### src/rtl/rng_extract_pkg.sv
// Shared types for rng_extract: FSM states and packed stream/descriptor layouts.
// Optional build macro: RNG_EXTRACT_CHECK_EN (progression/saturation error checking).
package rng_extract_pkg;

  localparam int unsigned DEF_W_DATA = 16;
  localparam int unsigned DEF_W_CNT  = 16;

  typedef enum logic [1:0] {
    ST_FIRST,
    ST_SECOND,
    ST_RUN
  } state_e;

  // Input beat: eot is the MSB.
  typedef struct packed {
    logic                  eot;
    logic [DEF_W_DATA-1:0] data;
  } din_t;

  // Output descriptor: base at the LSBs, err at the MSB.
  typedef struct packed {
    logic                  err;
    logic [DEF_W_DATA-1:0] incr;
    logic [DEF_W_CNT-1:0]  cnt;
    logic [DEF_W_DATA-1:0] base;
  } dout_t;

  function automatic int unsigned dout_width(input int unsigned w_data, input int unsigned w_cnt);
    return 2 * w_data + w_cnt + 1;
  endfunction

endpackage

### src/rtl/rng_extract_dti_out_reg.sv
// Single-entry DTI output register. Upstream may load whenever the slot is
// empty or is being drained in the same cycle.
module dti_out_reg #(
  parameter int unsigned W = 8
) (
  input  logic         i_clk,
  input  logic         i_rst,
  input  logic         i_load,
  input  logic [W-1:0] i_data,
  output logic         o_load_ready,
  output logic         o_valid,
  output logic [W-1:0] o_data,
  input  logic         i_ready
);

  logic         r_valid;
  logic [W-1:0] r_data;

  assign o_load_ready = !r_valid | i_ready;
  assign o_valid      = r_valid;
  assign o_data       = r_data;

  // Hold the descriptor until its handshake; a same-cycle load replaces it.
  always_ff @(posedge i_clk or posedge i_rst) begin
    if (i_rst) begin
      r_valid <= 1'b0;
      r_data  <= '0;
    end else if (i_load) begin
      r_valid <= 1'b1;
      r_data  <= i_data;
    end else if (i_ready) begin
      r_valid <= 1'b0;
    end
  end

endmodule

### src/rtl/rng_extract.sv
// rng_extract: compresses an eot-terminated stream into an arithmetic
// progression descriptor {err, incr, cnt, base}.
// Optional build macro: RNG_EXTRACT_CHECK_EN enables the progression compare
// and error on count saturation; otherwise err is constant 0.
module rng_extract
  import rng_extract_pkg::*;
#(
  parameter int unsigned W_DATA = DEF_W_DATA,
  parameter int unsigned W_CNT  = DEF_W_CNT
) (
  input  logic                                 i_clk,
  input  logic                                 i_rst,
  input  logic                                 i_din_valid,
  output logic                                 o_din_ready,
  input  logic [W_DATA:0]                      i_din_data,
  output logic                                 o_dout_valid,
  input  logic                                 i_dout_ready,
  output logic [dout_width(W_DATA, W_CNT)-1:0] o_dout_data
);

  localparam int unsigned W_DOUT = dout_width(W_DATA, W_CNT);

  if (($bits(i_din_data) != W_DATA + 1) || ($bits(o_dout_data) != 2 * W_DATA + W_CNT + 1)) begin : g_bad_width
    $fatal(1, "rng_extract: port widths inconsistent with W_DATA/W_CNT");
  end

  state_e              r_state;
  logic [W_DATA-1:0]   r_base;
  logic [W_DATA-1:0]   r_prev;
  logic [W_DATA-1:0]   r_incr;
  logic [W_CNT-1:0]    r_cnt;
  logic                r_err;

  logic                w_ready;
  logic                w_hs;
  logic                w_eot;
  logic [W_DATA-1:0]   w_data;
  logic                w_cnt_sat;
  logic [W_CNT-1:0]    w_cnt_inc;
  logic [W_DATA-1:0]   w_step;
  logic                w_err_second;
  logic                w_err_run;
  logic                w_emit;
  logic [W_DOUT-1:0]   w_desc;

  assign o_din_ready = w_ready;
  assign w_hs        = i_din_valid & w_ready;

`ifdef RNG_EXTRACT_CHECK_EN
  logic [W_DATA-1:0] w_pred;
  assign w_pred = r_prev + r_incr;
`endif

  // Beat decode, next counter/error values and the descriptor to emit on eot.
  always_comb begin
    w_eot     = i_din_data[W_DATA];
    w_data    = i_din_data[W_DATA-1:0];
    w_cnt_sat = (r_cnt == '1);
    w_cnt_inc = w_cnt_sat ? r_cnt : r_cnt + W_CNT'(1);
    w_step    = w_data - r_prev;
`ifdef RNG_EXTRACT_CHECK_EN
    w_err_second = r_err | w_cnt_sat;
    w_err_run    = r_err | w_cnt_sat | (w_data != w_pred);
`else
    // r_err only ever reloads 0 here, so err stays tied low.
    w_err_second = r_err;
    w_err_run    = r_err;
`endif
    w_emit = 1'b0;
    w_desc = '0;
    if (w_hs && w_eot) begin
      w_emit = 1'b1;
      case (r_state)
        ST_FIRST:  w_desc = {1'b0, {W_DATA{1'b0}}, W_CNT'(1), w_data};
        ST_SECOND: w_desc = {w_err_second, w_step, w_cnt_inc, r_base};
        ST_RUN:    w_desc = {w_err_run, r_incr, w_cnt_inc, r_base};
        default:   w_desc = '0;
      endcase
    end
  end

  // Transaction FSM and progression tracking registers.
  always_ff @(posedge i_clk or posedge i_rst) begin
    if (i_rst) begin
      r_state <= ST_FIRST;
      r_base  <= '0;
      r_prev  <= '0;
      r_incr  <= '0;
      r_cnt   <= '0;
      r_err   <= 1'b0;
    end else if (w_hs) begin
      case (r_state)
        ST_FIRST: begin
          r_base <= w_data;
          r_prev <= w_data;
          r_cnt  <= W_CNT'(1);
          r_err  <= 1'b0;
          if (!w_eot) r_state <= ST_SECOND;
        end
        ST_SECOND: begin
          r_incr  <= w_step;
          r_prev  <= w_data;
          r_cnt   <= w_cnt_inc;
          r_err   <= w_err_second;
          r_state <= w_eot ? ST_FIRST : ST_RUN;
        end
        ST_RUN: begin
          r_prev <= w_data;
          r_cnt  <= w_cnt_inc;
          r_err  <= w_err_run;
          if (w_eot) r_state <= ST_FIRST;
        end
        default: r_state <= ST_FIRST;
      endcase
    end
  end

  dti_out_reg #(
    .W (W_DOUT)
  ) u_out (
    .i_clk        (i_clk),
    .i_rst        (i_rst),
    .i_load       (w_emit),
    .i_data       (w_desc),
    .o_load_ready (w_ready),
    .o_valid      (o_dout_valid),
    .o_data       (o_dout_data),
    .i_ready      (i_dout_ready)
  );

endmodule

### config.mk
export PLATFORM = sky130hd
export DESIGN_NAME = rng_extract
export DESIGN_NICKNAME = d
export VERILOG_FILES = /design/src/rtl/rng_extract_pkg.sv /design/src/rtl/rng_extract_dti_out_reg.sv /design/src/rtl/rng_extract.sv
export SDC_FILE = /design/constraint.sdc
export NUM_CORES = 1
export LEC_CHECK = 0
export ABC_AREA = 1
export BUFFER_PORTS_ARGS = -buffer_cell sky130_fd_sc_hd__buf_2
export CORE_UTILIZATION = 40
export CTS_BUF_LIST = sky130_fd_sc_hd__clkbuf_4 sky130_fd_sc_hd__clkbuf_8
export DETAILED_ROUTE_END_ITERATION = 10
export PLACE_DENSITY = 0.68
export SLEW_MARGIN = 20
export SYNTH_ARGS = -nofsm -noshare
export SYNTH_HDL_FRONTEND = slang
export SYNTH_SLANG_ARGS = --single-unit
### constraint.sdc
create_clock -name i_clk -period 4.1 [get_ports i_clk]
set_clock_uncertainty 0.2 [all_clocks]
set_input_delay 0.82 -clock i_clk [delete_from_list [all_inputs] [get_ports i_clk]]
set_output_delay 0.82 -clock i_clk [all_outputs]
set_load 0.01 [all_outputs]
# After elaboration in Yosys (flattened, before gate mapping)
# Index checks and enable logic that the tools add are counted.
dict set report word_totals {
  elab_cells 39
  ff_bits 116
  rom_bits 0
  ram_bits 0
  latchBits 0
  input_bits 21
  memories 0
  out_inout_bits 51
}
dict set report op_classes {
  mux 11
  n_div 0
  multipliers 0
  bitwise_logic 2
  reduce_logical 12
  n_addsub 2
  n_eq_ne 5
  n_shift 0
  n_lt_le_gt_ge 0
}
# operator n
set op_table {}
lappend op_table {{case mux 48 bit (3 select lines)} 1}
lappend op_table {{two-way mux 48 bit} 1}
lappend op_table {{case mux 16 bit (2 select lines)} 1}
lappend op_table {{adder 16 x 1 -> 16 bit, second input constant} 1}
lappend op_table {{equality test 16 bit, second input constant} 1}
lappend op_table {{two-way mux 16 bit} 1}
lappend op_table {{subtractor 16 bit} 1}
lappend op_table {{AND reduction 2 bit} 4}
lappend op_table {{two-way mux 2 bit} 3}
lappend op_table {{case mux 2 bit (3 select lines)} 1}
lappend op_table {{!= test 2 bit, second input constant} 2}
lappend op_table {{nonzero test 2 bit} 2}
lappend op_table {{two-way mux 1 bit} 3}
lappend op_table {{AND reduction 3 bit} 1}
lappend op_table {{OR reduction 3 bit} 1}
lappend op_table {{equality test 2 x 1 -> 1 bit, second input constant} 1}
lappend op_table {{equality test 2 bit, second input constant} 1}
lappend op_table {{logical NOT 2 bit} 1}
lappend op_table {{OR reduction 2 bit} 1}
lappend op_table {{bitwise AND 1 bit} 1}
lappend op_table {{logical AND 1 bit} 1}
lappend op_table {{logical NOT 1 bit} 1}
lappend op_table {{OR 1 bit} 1}

# Logic depth before layout (Yosys ltp)
dict set report logic_depth {
  ltp_word 6
  mapped_depth 15
  ltp_nobuf 15
}

# Cells and area by module
# From an unflattened synthesis, not the netlist that was laid out.
dict set report unflattened {
  hier_cells 863
  hier_area_um2 6398.6
}
# module cells_per_inst area_per_inst_um2 seq_area_each_um2 instances
set modules_own_cells {}
lappend modules_own_cells {rng_extract 650 4496.8 1651.6 1}
lappend modules_own_cells {dti_out_reg 213 1901.8 1251.2 1}

# Worst setup path after synthesis
# No wires, ideal clock.
dict set report synth_timing {
  path_type {input-to-reg}
  from {input port i_din_data[0]}
  to {register u_out.r_data[44] (netlist: u_out.o_data[44])}
  setup_slack_ns 1.653
  n_path_buf 0
  cell_stages 13
  required_time_ns 3.783
  setup_ns 0.117
  arrival_time_ns 2.130
  path_cell_list {inv_1 -> ha_1 -> fa_1 -> inv_1 -> nand3_1 -> nand3_1 -> nand3_1 -> nand3_1 -> nand2_1 -> nand3_1 -> nand2_1 -> nand2_1 -> nand2_1}
}
dict set report synth_between {
  elab_chain_cells 3
}
# item line_no
set synth_lines {}
lappend synth_lines {{start, declared} rng_extract.sv:15} ;# input logic [W_DATA:0] i_din_data,
lappend synth_lines {{subtractor 16 bit} rng_extract.sv:60} ;# w_step = w_data - r_prev;
lappend synth_lines {{case mux 48 bit (3 select lines)} rng_extract.sv:73} ;# case (r_state)
lappend synth_lines {{two-way mux 48 bit} rng_extract.sv:71} ;# if (w_hs && w_eot) begin
lappend synth_lines {{end signal, assigned} rng_extract_dti_out_reg.sv:30} ;# r_data <= i_data;
lappend synth_lines {{end, declared} rng_extract_dti_out_reg.sv:17} ;# logic [W-1:0] r_data;
# Every way passes these cells.
# A chain may end at the register's enable or synchronous reset.

# Worst setup path in the final report
dict set report layout_timing {
  from {register r_state[1]}
  to {register r_incr[6]}
}
dict set report layout_between {
  elab_chain_cells 2
}
# item line_no
set layout_lines {}
lappend layout_lines {{start, declared} rng_extract.sv:27} ;# state_e r_state;
lappend layout_lines {{start signal, assigned} rng_extract.sv:105} ;# r_state <= w_eot ? ST_FIRST : ST_RUN;
lappend layout_lines {{equality test 2 x 1 -> 1 bit} rng_extract.sv:92} ;# case (r_state)
lappend layout_lines {{AND reduction 2 bit (no source line)} n/a}
lappend layout_lines {{end signal, assigned} rng_extract.sv:101} ;# r_incr <= w_step;
lappend layout_lines {{end, declared} rng_extract.sv:30} ;# logic [W_DATA-1:0] r_incr;
# Every way passes these cells.

==> impl.org <==
** Timing
- Across all hold checks on the routed design, the worst slack comes to 273 ps.
- Tightest Pin Transition :: 1010 ps
- Post-layout min period :: 2280 ps
- The count of endpoints failing hold in the final timing report was 0.
- Final setup violation count :: 0
- Headroom to the max-slew limit :: 32.8%
- Fin. max-slew vios :: 0
- Based on the critical path, the design can be clocked at up to 439 MHz.
- Setup TNS :: 0 ps
- In the finished design, the share of the clock period the worst path needs comes to 55.5%.
- RSZ-0062 raised after global routing :: false

** Pwr
- Worst ir drop on vdd :: 0.374 mV
- Switching portion of total power :: 36.6%
- Part of the total power dissipated in sequential elements :: 38.9%
- Cell Pwr Density :: 626 nW/um2
- LEAKAGE :: 0.00379 uW
- Clk network pwr share :: 26.5%
- Part of the total power dissipated in combinational logic :: 34.5%
- Cell internal pwr :: 2800 uW
- Switching power :: 1620 uW

** Floorplanning
- The die is 126 um wide.
- # rows :: 44
- Once the floorplan was initialized, standard cells occupied 41.7% of the core.
- Standard cell core area :: 14800 um2
- In this run the count of I/O pins placed on the die edge is 72.
- The floorplan step defined a die boundary enclosing 15900 um2.
- The floorplan step set the die height to 126 um.

** Logic synthesis
- Area leader, netlist :: sky130_fd_sc_hd__dfrtp_1
- Area contributors post-synth :: sky130_fd_sc_hd__dfrtp_1 (47%), sky130_fd_sc_hd__nand2_1 (17%), sky130_fd_sc_hd__inv_1 (5.9%), sky130_fd_sc_hd__o21ai_0 (4.3%), sky130_fd_sc_hd__ha_1 (4.3%)
- After synthesis, flip-flops and latches occupy 46.8% of the total area.
- Synth unique cells :: 38
- Post-synthesis net count :: 812
- In the synthesized netlist, the number of instances is 769.
- Area share of the largest cell type after synthesis :: 46.8%
- FF+latch count, synth :: 115
- Yosys Warn Count :: 0
- A synthesized cell averages 8.00 um2.
- The cell area that synthesis handed to floorplanning was 6150 um2.

** Job
- Number of violations of the max-capacitance limit :: 0

** Global route
- Global routing used 18.9% of the available tracks across all layers.
- Number of antenna violations at the first check in global routing :: 0
- The number of global-route vias before repair was 4952.
- Summed over all layers, the global routing overflow is 0.
- Entering global routing, the biggest net connects 65 pins.
- Wire length of the first global-routing pass :: 23.6 mm

** Detailed routing
- Using the TritonRoute via totals, the vias-per-cell ratio works out to 4.85.
- The first detailed-routing pass took 4 iterations.
- The detailed router placed 5008 vias in this run.
- Number of DRC markers after the initial detailed-route iteration :: 269
- Routed wire length per instance :: 13.5 um
- Number of remaining DRC errors :: 0
- The count of nets left with antenna violations once routing finished came out at 0.
- Total routed wirelength :: 14.0 mm

** Clock network
- The later pin in the worst-skew pair is clocked with a latency of 440 ps.
- The clock passes through at most 2 buffers.
- Number of clock sinks :: 115
- After clock tree synthesis, the clock-pin slew on the worst setup and hold paths is 60 ps.
- In this run the clock root is driven by a sky130_fd_sc_hd__clkbuf_8.
- Resized cells post-CTS :: 0
- Level count of the clock H-tree :: 4
- For this design, the CTS-stage hold fixing added 0 buffers.
- TritonCTS built the clock tree.
- # Post-CTS Setup Buffers :: 0
- Buffers inserted during clock tree synthesis total 17.

** Setup path
- The worst setup path is of the flip-flop to flip-flop kind.
- Required time of the worst setup path :: 4240 ps
- The worst setup path is launched from a flip-flop.
- In this run the worst path has a maximum fanout of 25.
- STA puts the critical path data arrival time at 2410 ps.
- Nature of the critical path endpoint :: flip-flop

** Placement
- Placed instance count :: 1000
- Final Wtd Congestion :: 0.850
- Number of buffers inserted by port buffering :: 70
- Half-perimeter wire length after detailed placement :: 9.85 mm

** Run status
- Outcome :: complete, no violations

** Final layout
- Finished Core Util :: 47.8%
- Fill cells in the final layout number 1456.
- Number of antenna diodes :: 0
- Net count, final :: 878
- The count of cells in the finished layout, fillers not included, comes to 1032.
- From synthesis to final layout, the design area changed by 14.7%.
- Fraction of layout cells with a size suffix above 1 :: 16.6%

** Worst hold path
- Worst hold path class :: flip-flop to flip-flop
[worst paths after layout]
path / cells past startpoint / end / from / slack, ps
worst min register to register: 2 / u_out.o_data[47]$_DFFE_PP0P_ / u_out.o_data[47]$_DFFE_PP0P_ / 270
worst max register to register: 6 / r_incr[6]$_DFFE_PP0P_ / r_state[1]$_DFFE_PP0P_ / 1820
worst max-delay path: 6 / r_incr[6]$_DFFE_PP0P_ / r_state[1]$_DFFE_PP0P_ / 1820
worst min-delay path: 2 / u_out.o_data[47]$_DFFE_PP0P_ / u_out.o_data[47]$_DFFE_PP0P_ / 270
max in group asynchronous: 3 / r_incr[10]$_DFFE_PP0P_ / i_rst / 2600
min in group asynchronous: 2 / u_out.o_data[26]$_DFFE_PP0P_ / i_rst / 330
[state kept, by name, indices dropped and copies added (netlist names)]
signal         flops
r_state            2
u_out.o_valid      1
r_prev            16
u_out.o_data      48
r_base            16
r_incr            16
r_cnt             16
[cells in the final DEF (no fill, tap or decap), types with 2 or more instances in the layout]
master                       synthesis  layout
sky130_fd_sc_hd__nor3_1              6       6
sky130_fd_sc_hd__o211ai_2            9       9
sky130_fd_sc_hd__o21ai_0            53      53
sky130_fd_sc_hd__ha_1               21      21
sky130_fd_sc_hd__o21ai_2             2       2
sky130_fd_sc_hd__nand3_1            33      33
sky130_fd_sc_hd__xnor2_1             4       4
sky130_fd_sc_hd__a22o_1             11      11
sky130_fd_sc_hd__nor2_4              3       3
sky130_fd_sc_hd__inv_2               7       7
sky130_fd_sc_hd__clkinv_4            2       2
sky130_fd_sc_hd__clkinvlp_4          0       3
sky130_fd_sc_hd__nand4_1             3       3
sky130_fd_sc_hd__dfrtp_1           115     115
sky130_fd_sc_hd__nand2_1           278     278
sky130_fd_sc_hd__xor2_1             13      13
sky130_fd_sc_hd__nand2_4             2       2
sky130_fd_sc_hd__inv_1              97      96
sky130_fd_sc_hd__nor2_2              2       2
sky130_fd_sc_hd__nor2_1             33      33
sky130_fd_sc_hd__buf_2               7      70
sky130_fd_sc_hd__clkbuf_8            0      19
sky130_fd_sc_hd__clkbuf_4            0       4
sky130_fd_sc_hd__bufinv_16           0       4
sky130_fd_sc_hd__o21ai_1            13      13
sky130_fd_sc_hd__o211ai_1            8       8
sky130_fd_sc_hd__nand2_2             4       4
sky130_fd_sc_hd__a21oi_1             9       9
sky130_fd_sc_hd__nand3b_1            3       3
sky130_fd_sc_hd__o22ai_1             4       4
sky130_fd_sc_hd__nor3_2              2       2
sky130_fd_sc_hd__clkinv_2            0       2
[layer usage]
layer	up-vias	global-route usage, %	part of all wire, %
met4	0	6.87	1.6
met1	2339	23.1	46
li1	2555	-	-
met3	19	4.38	3.7
met2	95	32.6	49
met5	-	0	0
[per-stage QoR]
step           area [um2]  setup slack (ps)  total power, uW
2_1_floorplan        6150              35.9             2820
3_3_place_gp         6610              1380             3250
3_5_place_dp         6610              1340             3280
4_1_cts              7050              1820             4480
5_1_grt              7050              1620             4780
6_report             7050              1820             4420
[power groups by stage]
stage / clock, uW / combinational (uW) / sequential, uW
after floorplan: 0 / 1040 / 1780
after CTS: 1200 / 1550 / 1720
after detailed placement: 0 / 1550 / 1730
after global placement: 0 / 1520 / 1730
final: 1170 / 1530 / 1720
after global routing: 1240 / 1760 / 1770
[final cells by class]
class                   instances  area (um2)  share of cell area (%)
flip-flops and latches        115        2880                    40.8
multi-input cells             524        2720                    38.6
inverters                     106         410                    5.82
repair buffers                 71         370                    5.25
clock buffers                  23         292                    4.13
well taps                     184         230                    3.26
clock inverters                 9         153                    2.16
[cells by family (layout without fill, tap and decap cells)]
group,count (synthesis),count (layout),share of synthesized area [%]
fa+ha+maj,22,22,4.60
compound gates,112,112,11.9
xor+xnor,17,17,2.42
buf+inv,130,209,8.97
other cells,1,1,0.0610
simple gates,372,372,25.3
flops,115,115,46.8
[cell usage after synthesis, drive strengths merged]
cell     count
nand2      284
dfrtp      115
inv        104
o21ai       69
nor2        39
nand3       33
ha          21
o211ai      17
buf         14
xor2        13
a22o        11
clkbuf      10
a21oi        9
nor3         8
nand3b       4
o22ai        4
xnor2        4
nand4        3
clkinv       2
a21boi       1
a2bb2oi      1
and2         1
conb         1
fa           1
[critical path, cell delays in order (launching register included)]
cell	delay (ps)
sky130_fd_sc_hd__dfrtp_1	400
sky130_fd_sc_hd__inv_1	110
sky130_fd_sc_hd__ha_1	460
sky130_fd_sc_hd__inv_2	210
sky130_fd_sc_hd__nor2_4	280
sky130_fd_sc_hd__inv_2	230
sky130_fd_sc_hd__o21ai_0	270
(Power assumes the default switching activity.)
